`src/rtl/window_buffer.sv`:
```
// Sliding-window stage: gathers decimated samples into a KERNEL_SIZE-deep window for the first conv layer.
// Define WINDOW_FLUSH_EN to add the synchronous window_flush input.
module window_buffer #(
  parameter int DATA_WIDTH  = 12,
  parameter int KERNEL_SIZE = 8,
  parameter int STRIDE      = 1
) (
  input  logic                              clk,
  input  logic                              rst,
`ifdef WINDOW_FLUSH_EN
  input  logic                              window_flush,
`endif
  output logic                              window_ready_in,
  input  logic                              window_valid_in,
  input  logic [DATA_WIDTH-1:0]             window_data_in,
  input  logic                              window_ready_out,
  output logic                              window_valid_out,
  output logic [KERNEL_SIZE*DATA_WIDTH-1:0] window_data_out
);

  localparam int FW = $clog2(KERNEL_SIZE + 1);
  localparam int SW = (STRIDE > 1) ? $clog2(STRIDE) : 1;
  localparam logic [FW-1:0] FILL_FULL   = FW'(KERNEL_SIZE);
  localparam logic [FW-1:0] FILL_LAST   = FW'(KERNEL_SIZE - 1);
  localparam logic [SW-1:0] STRIDE_LAST = SW'(STRIDE - 1);

  logic [KERNEL_SIZE*DATA_WIDTH-1:0] shift_q;
  logic [KERNEL_SIZE*DATA_WIDTH-1:0] shift_next;
  logic [FW-1:0]                     fill_q;
  logic [SW-1:0]                     stride_q;
  logic                              accept;
  logic                              emit;
  logic                              flush;

`ifdef WINDOW_FLUSH_EN
  assign flush = window_flush;
`else
  assign flush = 1'b0;
`endif

  assign window_ready_in = !window_valid_out || window_ready_out;
  assign accept          = window_valid_in && window_ready_in;
  assign shift_next      = {window_data_in, shift_q[KERNEL_SIZE*DATA_WIDTH-1:DATA_WIDTH]};

  // The completing fill emits once; afterwards every STRIDE-th accept emits.
  assign emit = accept && ((fill_q == FILL_LAST) ||
                           ((fill_q == FILL_FULL) && (stride_q == STRIDE_LAST)));

  always_ff @(posedge clk or negedge rst) begin
    if (!rst) begin
      shift_q          <= '0;
      fill_q           <= '0;
      stride_q         <= '0;
      window_valid_out <= 1'b0;
      window_data_out  <= '0;
    end else if (flush) begin
      shift_q          <= '0;
      fill_q           <= '0;
      stride_q         <= '0;
      window_valid_out <= 1'b0;
    end else begin
      if (accept) begin
        shift_q <= shift_next;
        if (fill_q != FILL_FULL) begin
          fill_q   <= fill_q + FW'(1);
          stride_q <= '0;
        end else if (stride_q == STRIDE_LAST) begin
          stride_q <= '0;
        end else begin
          stride_q <= stride_q + SW'(1);
        end
      end
      // A new emission on the same edge as a consume keeps valid high with fresh data.
      if (emit) begin
        window_data_out  <= shift_next;
        window_valid_out <= 1'b1;
      end else if (window_valid_out && window_ready_out) begin
        window_valid_out <= 1'b0;
      end
    end
  end

endmodule

```
`config.mk`:
```
export PLATFORM = sky130hd
export DESIGN_NAME = window_buffer
export DESIGN_NICKNAME = d
export VERILOG_FILES = /design/src/rtl/window_buffer.sv
export SDC_FILE = /design/constraint.sdc
export NUM_CORES = 1
export LEC_CHECK = 0
export CAP_MARGIN = 10
export CORE_MARGIN = 10
export CORE_UTILIZATION = 55
export CTS_BUF_LIST = sky130_fd_sc_hd__clkbuf_4 sky130_fd_sc_hd__clkbuf_8
export DETAILED_ROUTE_END_ITERATION = 10
export PLACE_DENSITY = 0.79
export SYNTH_ARGS = -nofsm -noshare
export SYNTH_HDL_FRONTEND = slang
export SYNTH_SLANG_ARGS = --single-unit
```
`constraint.sdc`:
```
create_clock -name clk -period 2.4 [get_ports clk]
set_input_delay 0.48 -clock clk [delete_from_list [all_inputs] [get_ports clk]]
set_output_delay 0.48 -clock clk [all_outputs]
set_load 0.02 [all_outputs]
```
==> metrics.txt, run 1 <==
total core area about 0.013 sq mm; Worst Path Required roughly 2700 ps; YS warnings 0; Max Cap Viol 0; Cell Area, Synth about 0.0070 sq mm; post-route minimum period approximately 2300 ps; Crit. path cell count 6; DP Cell Count between 600 and 700; post-synth top area cell dfrtp_1; share of cells above drive strength 1 0.351; die area about 0.018 sq mm; vias about 3.7k; # setup viols final 0; Via density about 5.2; drt pass-1 iters 4; Tightest Pin Transition approximately 660 ps; IO Count about 110; crit path DAT 2590 ps; layout net count around 550; # DRC 0; synth unique cells 18; largest net degree at the start of global routing between 60 and 70; Peak supply drop around 750 uV; Routed Antenna Nets 0; Fillers approximately 840; clk buf depth 2; num rows 41; TNS Setup 0 ps; Setup Fix Bufs, Post-CTS 0; dominant synthesized flop cell dfrtp_1; most common cell in the synthesized netlist dfrtp_1; FF-to-FF Start fill_q[0]; Crit Reg-Reg Endpoint window_data_out[3]; register area share after synthesis 0.666; number of CTS-inserted buffers 17; total power approximately 13000 uW; Crit path largest cell delay 550 ps; Leak 0.00384 uW; die height around 130 microns; Post-Route WL between 10000 and 15000 microns; first-pass GRT wire length 21800 microns; worst-skew pair later-pin latency about 450 ps; Post-DP HPWL 9150 microns; Post-Layout Cell Count between 700 and 800; CTS root buffer clkbuf_8; Register-to-Register Path Depth 6; Post-CTS Resized 0; clock sink count 185; Startpoint Class register; wire per inst 17.7 microns; Avg Inst Size Synth approximately 17 sq um; Syn Nets approximately 420; critical path class reg2reg; Post-synth ARST share 1.00; GPL Wtd Cong between 0.7 and 0.8; initial antenna violation count 0; worst hold path class in2async; Initial Util 0.555; Synth area leaders dfrtp_1 (67%), mux2_2 (23%), mux2_1 (6.5%); GRT Total Usage 0.153; number of port buffers 113; antenna cell count 0; Crit path max-delay family compound AO/OA/AOI/OAI gates; nature of the critical path endpoint register; # hold bufs at CTS 0; Power Dens Cells 1470 mW/mm^2; Slew headroom 0.561; synth cell count leaders dfrtp_1 (185), mux2_2 (142), mux2_1 (40); crit path max fanout 13; Layout area overhead 27.3%; DR iter-0 viols 171; Synth Register Bits roughly 190; worst path cell trace inv_1, ha_1, and3b_1, o211ai_4, buf_4, mux2_2; Synth top area share 0.666; status complete, no violations; crit share post-route 0.938; Fin. Hold Viols 0; H-tree Lvls 4; Post-Synthesis Cells 405; Clock Skews 8.36 ps; Die X 132 microns; Congestion Overflow GR 0; crit path buf inv count 2; vias in the first global route between 4k and 5k; Post-synth EDFFs 0; CTS tree yes; clock-pin slew on the worst setup and hold paths about 90 ps; slowest CP cell o211ai_4; RSZ-0062 raised after global routing false; FMAX about 440 MHz; final slew viol count 0; R2R setup slack approximately 150 ps
[per-layer routing]
layer  global-route usage  vias to the layer above  routed length (microns)
met3               0.0765                       17                     1150
met2                0.229                       95                     5770
met1                0.188                     1894                     5550
met4               0.0568                        0                      202
met5                    0                        -                        0
li1                     -                     1692                        -
[where the power goes]
group	leakage (uW)	switching (uW)	internal (uW)
Sequential	0.00220	942	4620
Clock	0.000250	994	1410
Combinational	0.00139	2210	2800
[cell families after synthesis]
family	count (synthesis)	share of synthesized area
compound gates	3	0.00324
xor+xnor	2	0.00252
fa+ha+maj	2	0.00360
buf+inv	22	0.0218
flops	185	0.666
mux	182	0.295
simple gates	9	0.00792
[per-stage QoR]
| step | worst slack, ps | cell area, sq um | utilization | hold WS [ps] |
|---|---|---|---|---|
| 6_report | 149 | 8850 | 0.707 | 1.15 |
| 4_1_cts | 141 | 8850 | 0.707 | 4.53 |
| 2_1_floorplan | 606 | 6950 | - | 184 |
| 3_3_place_gp | 162 | 8370 | 0.668 | 473 |
| 5_1_grt | 25.7 | 8850 | 0.707 | 11.0 |
| 3_5_place_dp | 140 | 8370 | 0.668 | 481 |
[how the worst max path moves through the flow]
stage / startpoint / endpoint
final: fill_q[0] / window_data_out[3]
after global routing: fill_q[0] / window_data_out[3]
after CTS: fill_q[0] / window_data_out[4]
after detailed placement: window_valid_in / window_data_out[4]
after global placement: window_ready_out / window_ready_in
after floorplan: fill_q[0] / window_data_out[13]
[worst reg2reg max path, cell delays in order, from the launching register on]
cell and delay [ps]:
dfrtp_1 410, inv_1 60, ha_1 210, and3b_1 210
o211ai_4 550, buf_4 340, mux2_2 360
[registers in the layout, summed over array words and instances (netlist names)]
name and cells:
window_data_out 96, shift_q 84, window_valid_out 1, fill_q 4
[layout by cell type, fill, tap and decap left out, drive strengths merged]
cell type / synthesis / final
mux2: 182 / 182
inv: 2 / 2
o211ai: 1 / 1
nand3b: 1 / 1
ha: 2 / 2
nand3: 2 / 2
clkinv: 0 / 2
o21ai: 1 / 1
and3: 1 / 1
nand2b: 1 / 1
a21oi: 1 / 1
and3b: 2 / 2
buf: 20 / 14
bufinv: 0 / 5
nand2: 2 / 2
dfrtp: 185 / 185
clkdlybuf4s50: 0 / 112
xnor2: 2 / 2
clkbuf: 0 / 26
[layout make-up]
| type | instances | area [sq um] | area share |
|---|---|---|---|
| tap | 172 | 215 | 0.0243 |
| inverter | 2 | 7.51 | 0.000848 |
| clock buffer | 25 | 325 | 0.0368 |
| timing repair buffer | 127 | 1330 | 0.150 |
| sequential | 185 | 4630 | 0.523 |
| clock inverter | 7 | 160 | 0.0181 |
| multi-input combinational | 198 | 2190 | 0.247 |
Power figures use the tool's default switching activity.
==> run 2, diff against run 1 <==
--- a/config.mk
+++ b/config.mk
@@ -5,7 +5,7 @@
 export SDC_FILE = /design/constraint.sdc
 export NUM_CORES = 1
 export LEC_CHECK = 0
-export CAP_MARGIN = 10
+export CAP_MARGIN = 20
 export CORE_MARGIN = 10
 export CORE_UTILIZATION = 55
 export CTS_BUF_LIST = sky130_fd_sc_hd__clkbuf_4 sky130_fd_sc_hd__clkbuf_8
==> results of run 2 <==
The final DEF is identical to that of run 1; final timing and power are the same.
==> edit 1: new RTL, flow settings as in run 1 <==
Add a define of `WINDOW_FLUSH_EN`.
--- a/src/rtl/window_buffer.sv
+++ b/src/rtl/window_buffer.sv
@@ -1,4 +1,6 @@
 // Sliding-window stage: gathers decimated samples into a KERNEL_SIZE-deep window for the first conv layer.
 // Define WINDOW_FLUSH_EN to add the synchronous window_flush input.
+`define WINDOW_FLUSH_EN
+
 module window_buffer #(
   parameter int DATA_WIDTH  = 12,
Ports: changed (added window_flush); port bits go from 114 to 115. No check against the original RTL was run, so the function may have changed too.
==> edit 1 against run 1 <==
The run now ends with negative hold slack left; area after synthesis rose by 6.9%; sequential share of layout area fell by 2.2 points; routed wire length rose by 41%; clock skew rose by 0.0047 ns; first-iteration DRC count rose to 4.6 times the old value; register-to-register slack improved by 0.06 ns; non-clock buffer count rose by 4; final area rose by 4.4%; setup slack improved by 0.042 ns; synthesized cell count rose by 53%; worst hold slack got worse by 0.0040 ns; sequential cell count did not move; largest cell class unchanged.
Power is not compared: it rests on default switching activity, and its combinational part moved more than twofold at a synthesized area within 25%.
==> edit 1: results <==
metrics = {
    "placement": {
        "dp_hpwl_um": 11520,
        "port_buffers": 114,
        "numPlacedInstances": 867,
        "post-place-ws_ns": 0.09811,
        "post_dp_cell_area_sq_mm": 0.008790,
        "gp_congestion": 0.8346,
    },
    "global_route": {
        "grt_pass1_wl_um": 29100,
        "grt_pass1_vias": 5496,
        "grt_max_degree": 91,
        "grt_usage_pct": 19.58,
    },
    "synth": {
        "synth_seq_area_share_pct": 62.28,
        "synth_commonest_cells": "185 x dfrtp_1, 88 x a21oi_1, 85 x nand3_1, 84 x o21ai_0, 57 x mux2_2",
        "synth_area_leaders": "dfrtp_1 62%, mux2_2 8.6%, mux2_1 6.1%",
        "synth_nets": 637,
        "synthCells": 618,
        "yosys.cell_types.count": 24,
        "async_flop_share_pct": 100.0,
    },
    "worst_setup_path": {
        "cp_top_family": "buffers and inverters",
        "rr_endpoint": "window_data_out[33]$_DFFE_PN0P_",
        "critPathMaxStageDelay_ns": 0.61,
        "cp_max_fo": 2,
        "r2r-start": "fill_q[0]$_DFFE_PN0P_",
        "slowest_stage": "clkdlybuf4s50_1",
        "r2r_cells": 7,
        "reg2reg_setup_slack_ns": 0.21,
    },
    "cells_and_area": {
        "clock_cell_area_share_pct": 4.875,
        "syn2layout_area_growth_pct": 24.31,
        "fin_nets": 729,
        "inverters": 4,
        "nMultiInputCombCells": 371,
        "n_antenna_cell": 0,
        "n_all_buffers": 131,
        "multiInputGateArea_sq_mm": 0.002537,
        "n_fill_cell": 990,
        "nFlopsAndLatches": 185,
        "buffer_area_share_pct": 15.02,
        "drive_above_1_share_pct": 15.77,
        "top_regs": "window_data_out x96, shift_q x84, fill_q x4",
        "clkbuf_count": 21,
    },
    "timing": {
        "fin_hold_ws_ns": -0.002864,
        "finalClockSkew_ns": 0.01307,
        "worstMarginPinSlew_ns": 0.9407,
        "hold_violations": 5,
    },
    "clock_network": {
        "cts.root.buffer_cell": "clkbuf_8",
        "cts_setup_buffers": 0,
        "clock_latency_ns": 0.47,
    },
    "routing": {
        "wire_per_inst_um": 19.87,
        "drc_errors": 0,
        "wirelength_um": 17860,
        "dr_total_vias": 5361,
        "dr.pass1.iters": 5,
        "drt_iter0_markers": 789,
    },
    "status": {
        "violations": "negative hold slack",
        "status": "finished, violations left",
    },
    "floorplanning": {
        "die-area_sq_mm": 0.01857,
    },
}
## edit 1: cell types whose count changed after synthesis, moves of 3 or more
cell	run 1	this run
nand4_1	0	3
buf_2	10	6
o31ai_1	0	3
clkbuf_1	0	41
mux2_2	142	57
a21oi_1	1	88
buf_4	5	1
o21ai_0	1	84
nand3_1	2	85
buf_1	0	6
## edit 1: worst reg2reg max path, cell delays in order, from the launching register on
cell	delay, ns
dfrtp_1	0.42
inv_1	0.09
ha_1	0.18
nand3b_1	0.23
a2111oi_4	0.38
buf_4	0.20
buf_12	0.20
mux2_1	0.36
## edit 1: how the worst max path moves through the flow
stage	from	end	slack (ns)
after floorplan	fill_q[0]$_DFFE_PN0P_	window_data_out[10]$_DFFE_PN0P_	0.39
after global placement	window_ready_out	window_data_out[45]$_DFFE_PN0P_	0.12
after detailed placement	window_ready_out	window_data_out[33]$_DFFE_PN0P_	0.1
after CTS	window_ready_out	window_ready_in	0.18
after global routing	fill_q[0]$_DFFE_PN0P_	window_data_out[35]$_DFFE_PN0P_	0.11
final	window_ready_out	window_ready_in	0.19
## edit 1: logic make-up after synthesis
logic type,synth area share [%]
flops,62.28
mux,14.69
buf+inv,3.686
simple gates,6.615
compound gates,12.39
fa+ha+maj,0.3366
## edit 1: metal layers
metal  part of all wire [%]  GRT usage (%)  up-vias
li1                       -              -     2389
met1                     42          25.69     2746
met2                     49          30.67      195
met3                    6.9          4.945       31
met4                    2.1          7.574        0
met5                      0              0        -
## edit 1: power by group
| part | internal, mW | switching (mW) |
|---|---|---|
| registers | 3.15 | 0.0304 |
| logic | 0.0983 | 0.191 |
| clock network | 1.23 | 1.08 |
| total | 4.48 | 1.30 |
==> edit 2: new RTL, flow settings as in run 1 <==
Without the edit above. Make the reset (`rst`) synchronous in one clocked block.
--- a/src/rtl/window_buffer.sv
+++ b/src/rtl/window_buffer.sv
@@ -47,5 +47,5 @@
                            ((fill_q == FILL_FULL) && (stride_q == STRIDE_LAST)));
 
-  always_ff @(posedge clk or negedge rst) begin
+  always_ff @(posedge clk) begin
     if (!rst) begin
       shift_q          <= '0;
Check against the original RTL: differs if rst is asserted again (counterexample within 10 cycles, from zero or initial values and one cycle with rst low); with rst held inactive, the same outputs for 10 cycles.
==> edit 2 against run 1 <==
Routed wire length rose by 39%; setup slack better by 0.047 ns; clock skew up 0.0029 ns; sequential cell count did not move; area after synthesis is 4.4% higher; final area shrank 0.69%; global-route usage is 3.7 points higher; critical endpoint is now window_ready_in.
Power is not compared: it rests on default switching activity, and its combinational part moved more than twofold at a synthesized area within 25%.
==> edit 2: results <==
metrics = {
    "status": {
        "status": "finished clean",
    },
    "worst_setup_path": {
        "r2r-start": "fill_q[0]$_SDFFE_PN0P_",
        "reg2reg_setup_slack_ns": 0.53,
        "cp_max_fo": 2,
        "cp.arrival_ns": 1.72,
        "r2r_cells": 6,
        "crit_end": "window_ready_in",
        "rr_endpoint": "window_data_out[29]$_SDFFE_PN0P_",
        "startpoint": "window_ready_out",
    },
    "synth": {
        "synth_seq_area_share_pct": 51.03,
        "yosysWarnings": 0,
        "synth_area_leaders": "dfxtp_1 51%, mux2i_1 13%, nand2_1 9.9%",
        "synth_commonest_cells": "192 x nand2_1, 185 x dfxtp_1, 96 x mux2i_1, 89 x a21oi_1, 85 x nand3_1",
        "synth_ff_type": "dfxtp_1",
        "synth_nets": 852,
        "yosys.cell_types.count": 27,
        "async_flop_share_pct": 0,
    },
    "routing": {
        "wirelength_um": 17660,
        "antenna_left": 0,
        "dr.pass1.iters": 5,
        "dr_total_vias": 6112,
        "drt_iter0_markers": 691,
    },
    "clock_network": {
        "cts_buffers": 17,
        "clock_latency_ns": 0.46,
        "clkSlewWorstSetupHoldPaths_ns": 0.08,
        "ctsResizeCount": 0,
        "cts_setup_buffers": 0,
        "cts.root.buffer_cell": "clkbuf_8",
        "max-clock-path-buffers": 2,
    },
    "timing": {
        "slew_headroom_pct": 41.17,
        "finalClockSkew_ns": 0.01126,
    },
    "placement": {
        "gp_congestion": 0.8058,
        "port_buffers": 113,
        "dp_hpwl_um": 11500,
    },
    "global_route": {
        "grtUsageMet2_pct": 30.78,
        "grt_util_met1_pct": 23.33,
        "grt_pass1_wl_um": 28770,
        "grt_usage_pct": 19.00,
        "grt_pass1_vias": 5871,
        "grt_max_degree": 129,
        "grtUsageMet3_pct": 5.638,
    },
    "hold_path": {
        "hp-class": "register to register",
        "min-delay-start": "shift_q[21]$_SDFFE_PN0P_",
    },
    "pwr": {
        "p_leak_nw": 2.759,
        "p_sw_share_pct": 22.00,
        "ir_worst_vdd_uv": 489.0,
    },
    "cells_and_area": {
        "fin_nets": 916,
        "drive_above_1_share_pct": 5.708,
        "n_fill_cell": 996,
    },
}
==> edit 2: logic make-up after synthesis <==
group | count (synthesis) | share of synthesized area [%]
buf+inv | 86 | 5.931
fa+ha+maj | 2 | 0.3448
simple gates | 285 | 16.74
compound gates | 180 | 12.71
flops | 185 | 51.03
mux | 96 | 13.24
==> edit 2: final cells by class <==
cell class | instances | share of cell area (%)
Clock buffer | 23 | 3.388
Multi-Input combinational cell | 563 | 35.70
Inverter | 6 | 0.2562
Tap cell | 172 | 2.448
Sequential cell | 185 | 42.14
Timing Repair Buffer | 125 | 14.70
Clock inverter | 9 | 1.367
==> edit 2: stage by stage <==
step | instances | worst slack, ns | utilization, % | area (sq um) | total power, mW
6_report | 1083 | 0.1965 | 68.81 | 8790 | 5.497
5_1_grt | 1083 | 0.1801 | 68.81 | 8790 | 5.679
4_1_cts | 1083 | 0.1869 | 68.81 | 8790 | 5.515
3_5_place_dp | 1051 | 0.1249 | 65.54 | 8372 | 3.390
3_3_place_gp | 1051 | 0.1751 | 65.54 | 8372 | 3.382
2_1_floorplan | 834 | 0.7671 | - | 7257 | 3.322
==> edit 2: critical path, cell delays in order <==
cell             delay [ns]
clkdlybuf4s50_1        0.50
nor2b_4                0.06
inv_2                  0.07
clkdlybuf4s50_1        0.61
==> edit 2: routing by layer <==
layer	part of all wire [%]	up-vias
met2	49	213
met3	7.6	24
met1	42	2914
li1	-	2961
met4	1.9	0
met5	0	-
==> edit 2: power by group through the flow <==
stage          clock (mW)  combinational [mW]  sequential (mW)
2_1_floorplan           0               0.144             3.18
3_3_place_gp            0               0.198             3.18
3_5_place_dp            0               0.205             3.19
4_1_cts              2.20               0.206             3.11
5_1_grt              2.33               0.230             3.12
6_report             2.18               0.207             3.11
==> edit 2: worst min path at each step <==
stage	endpoint	slack, ns	depth (start not counted)
after floorplan	window_data_out[0]$_SDFFE_PN0P_	0.43	2
after global placement	window_data_out[93]$_SDFFE_PN0P_	0.44	2
after detailed placement	window_data_out[60]$_SDFFE_PN0P_	0.44	2
after CTS	fill_q[0]$_SDFFE_PN0P_	0.45	2
after global routing	window_data_out[9]$_SDFFE_PN0P_	0.47	3
final	window_data_out[9]$_SDFFE_PN0P_	0.46	2
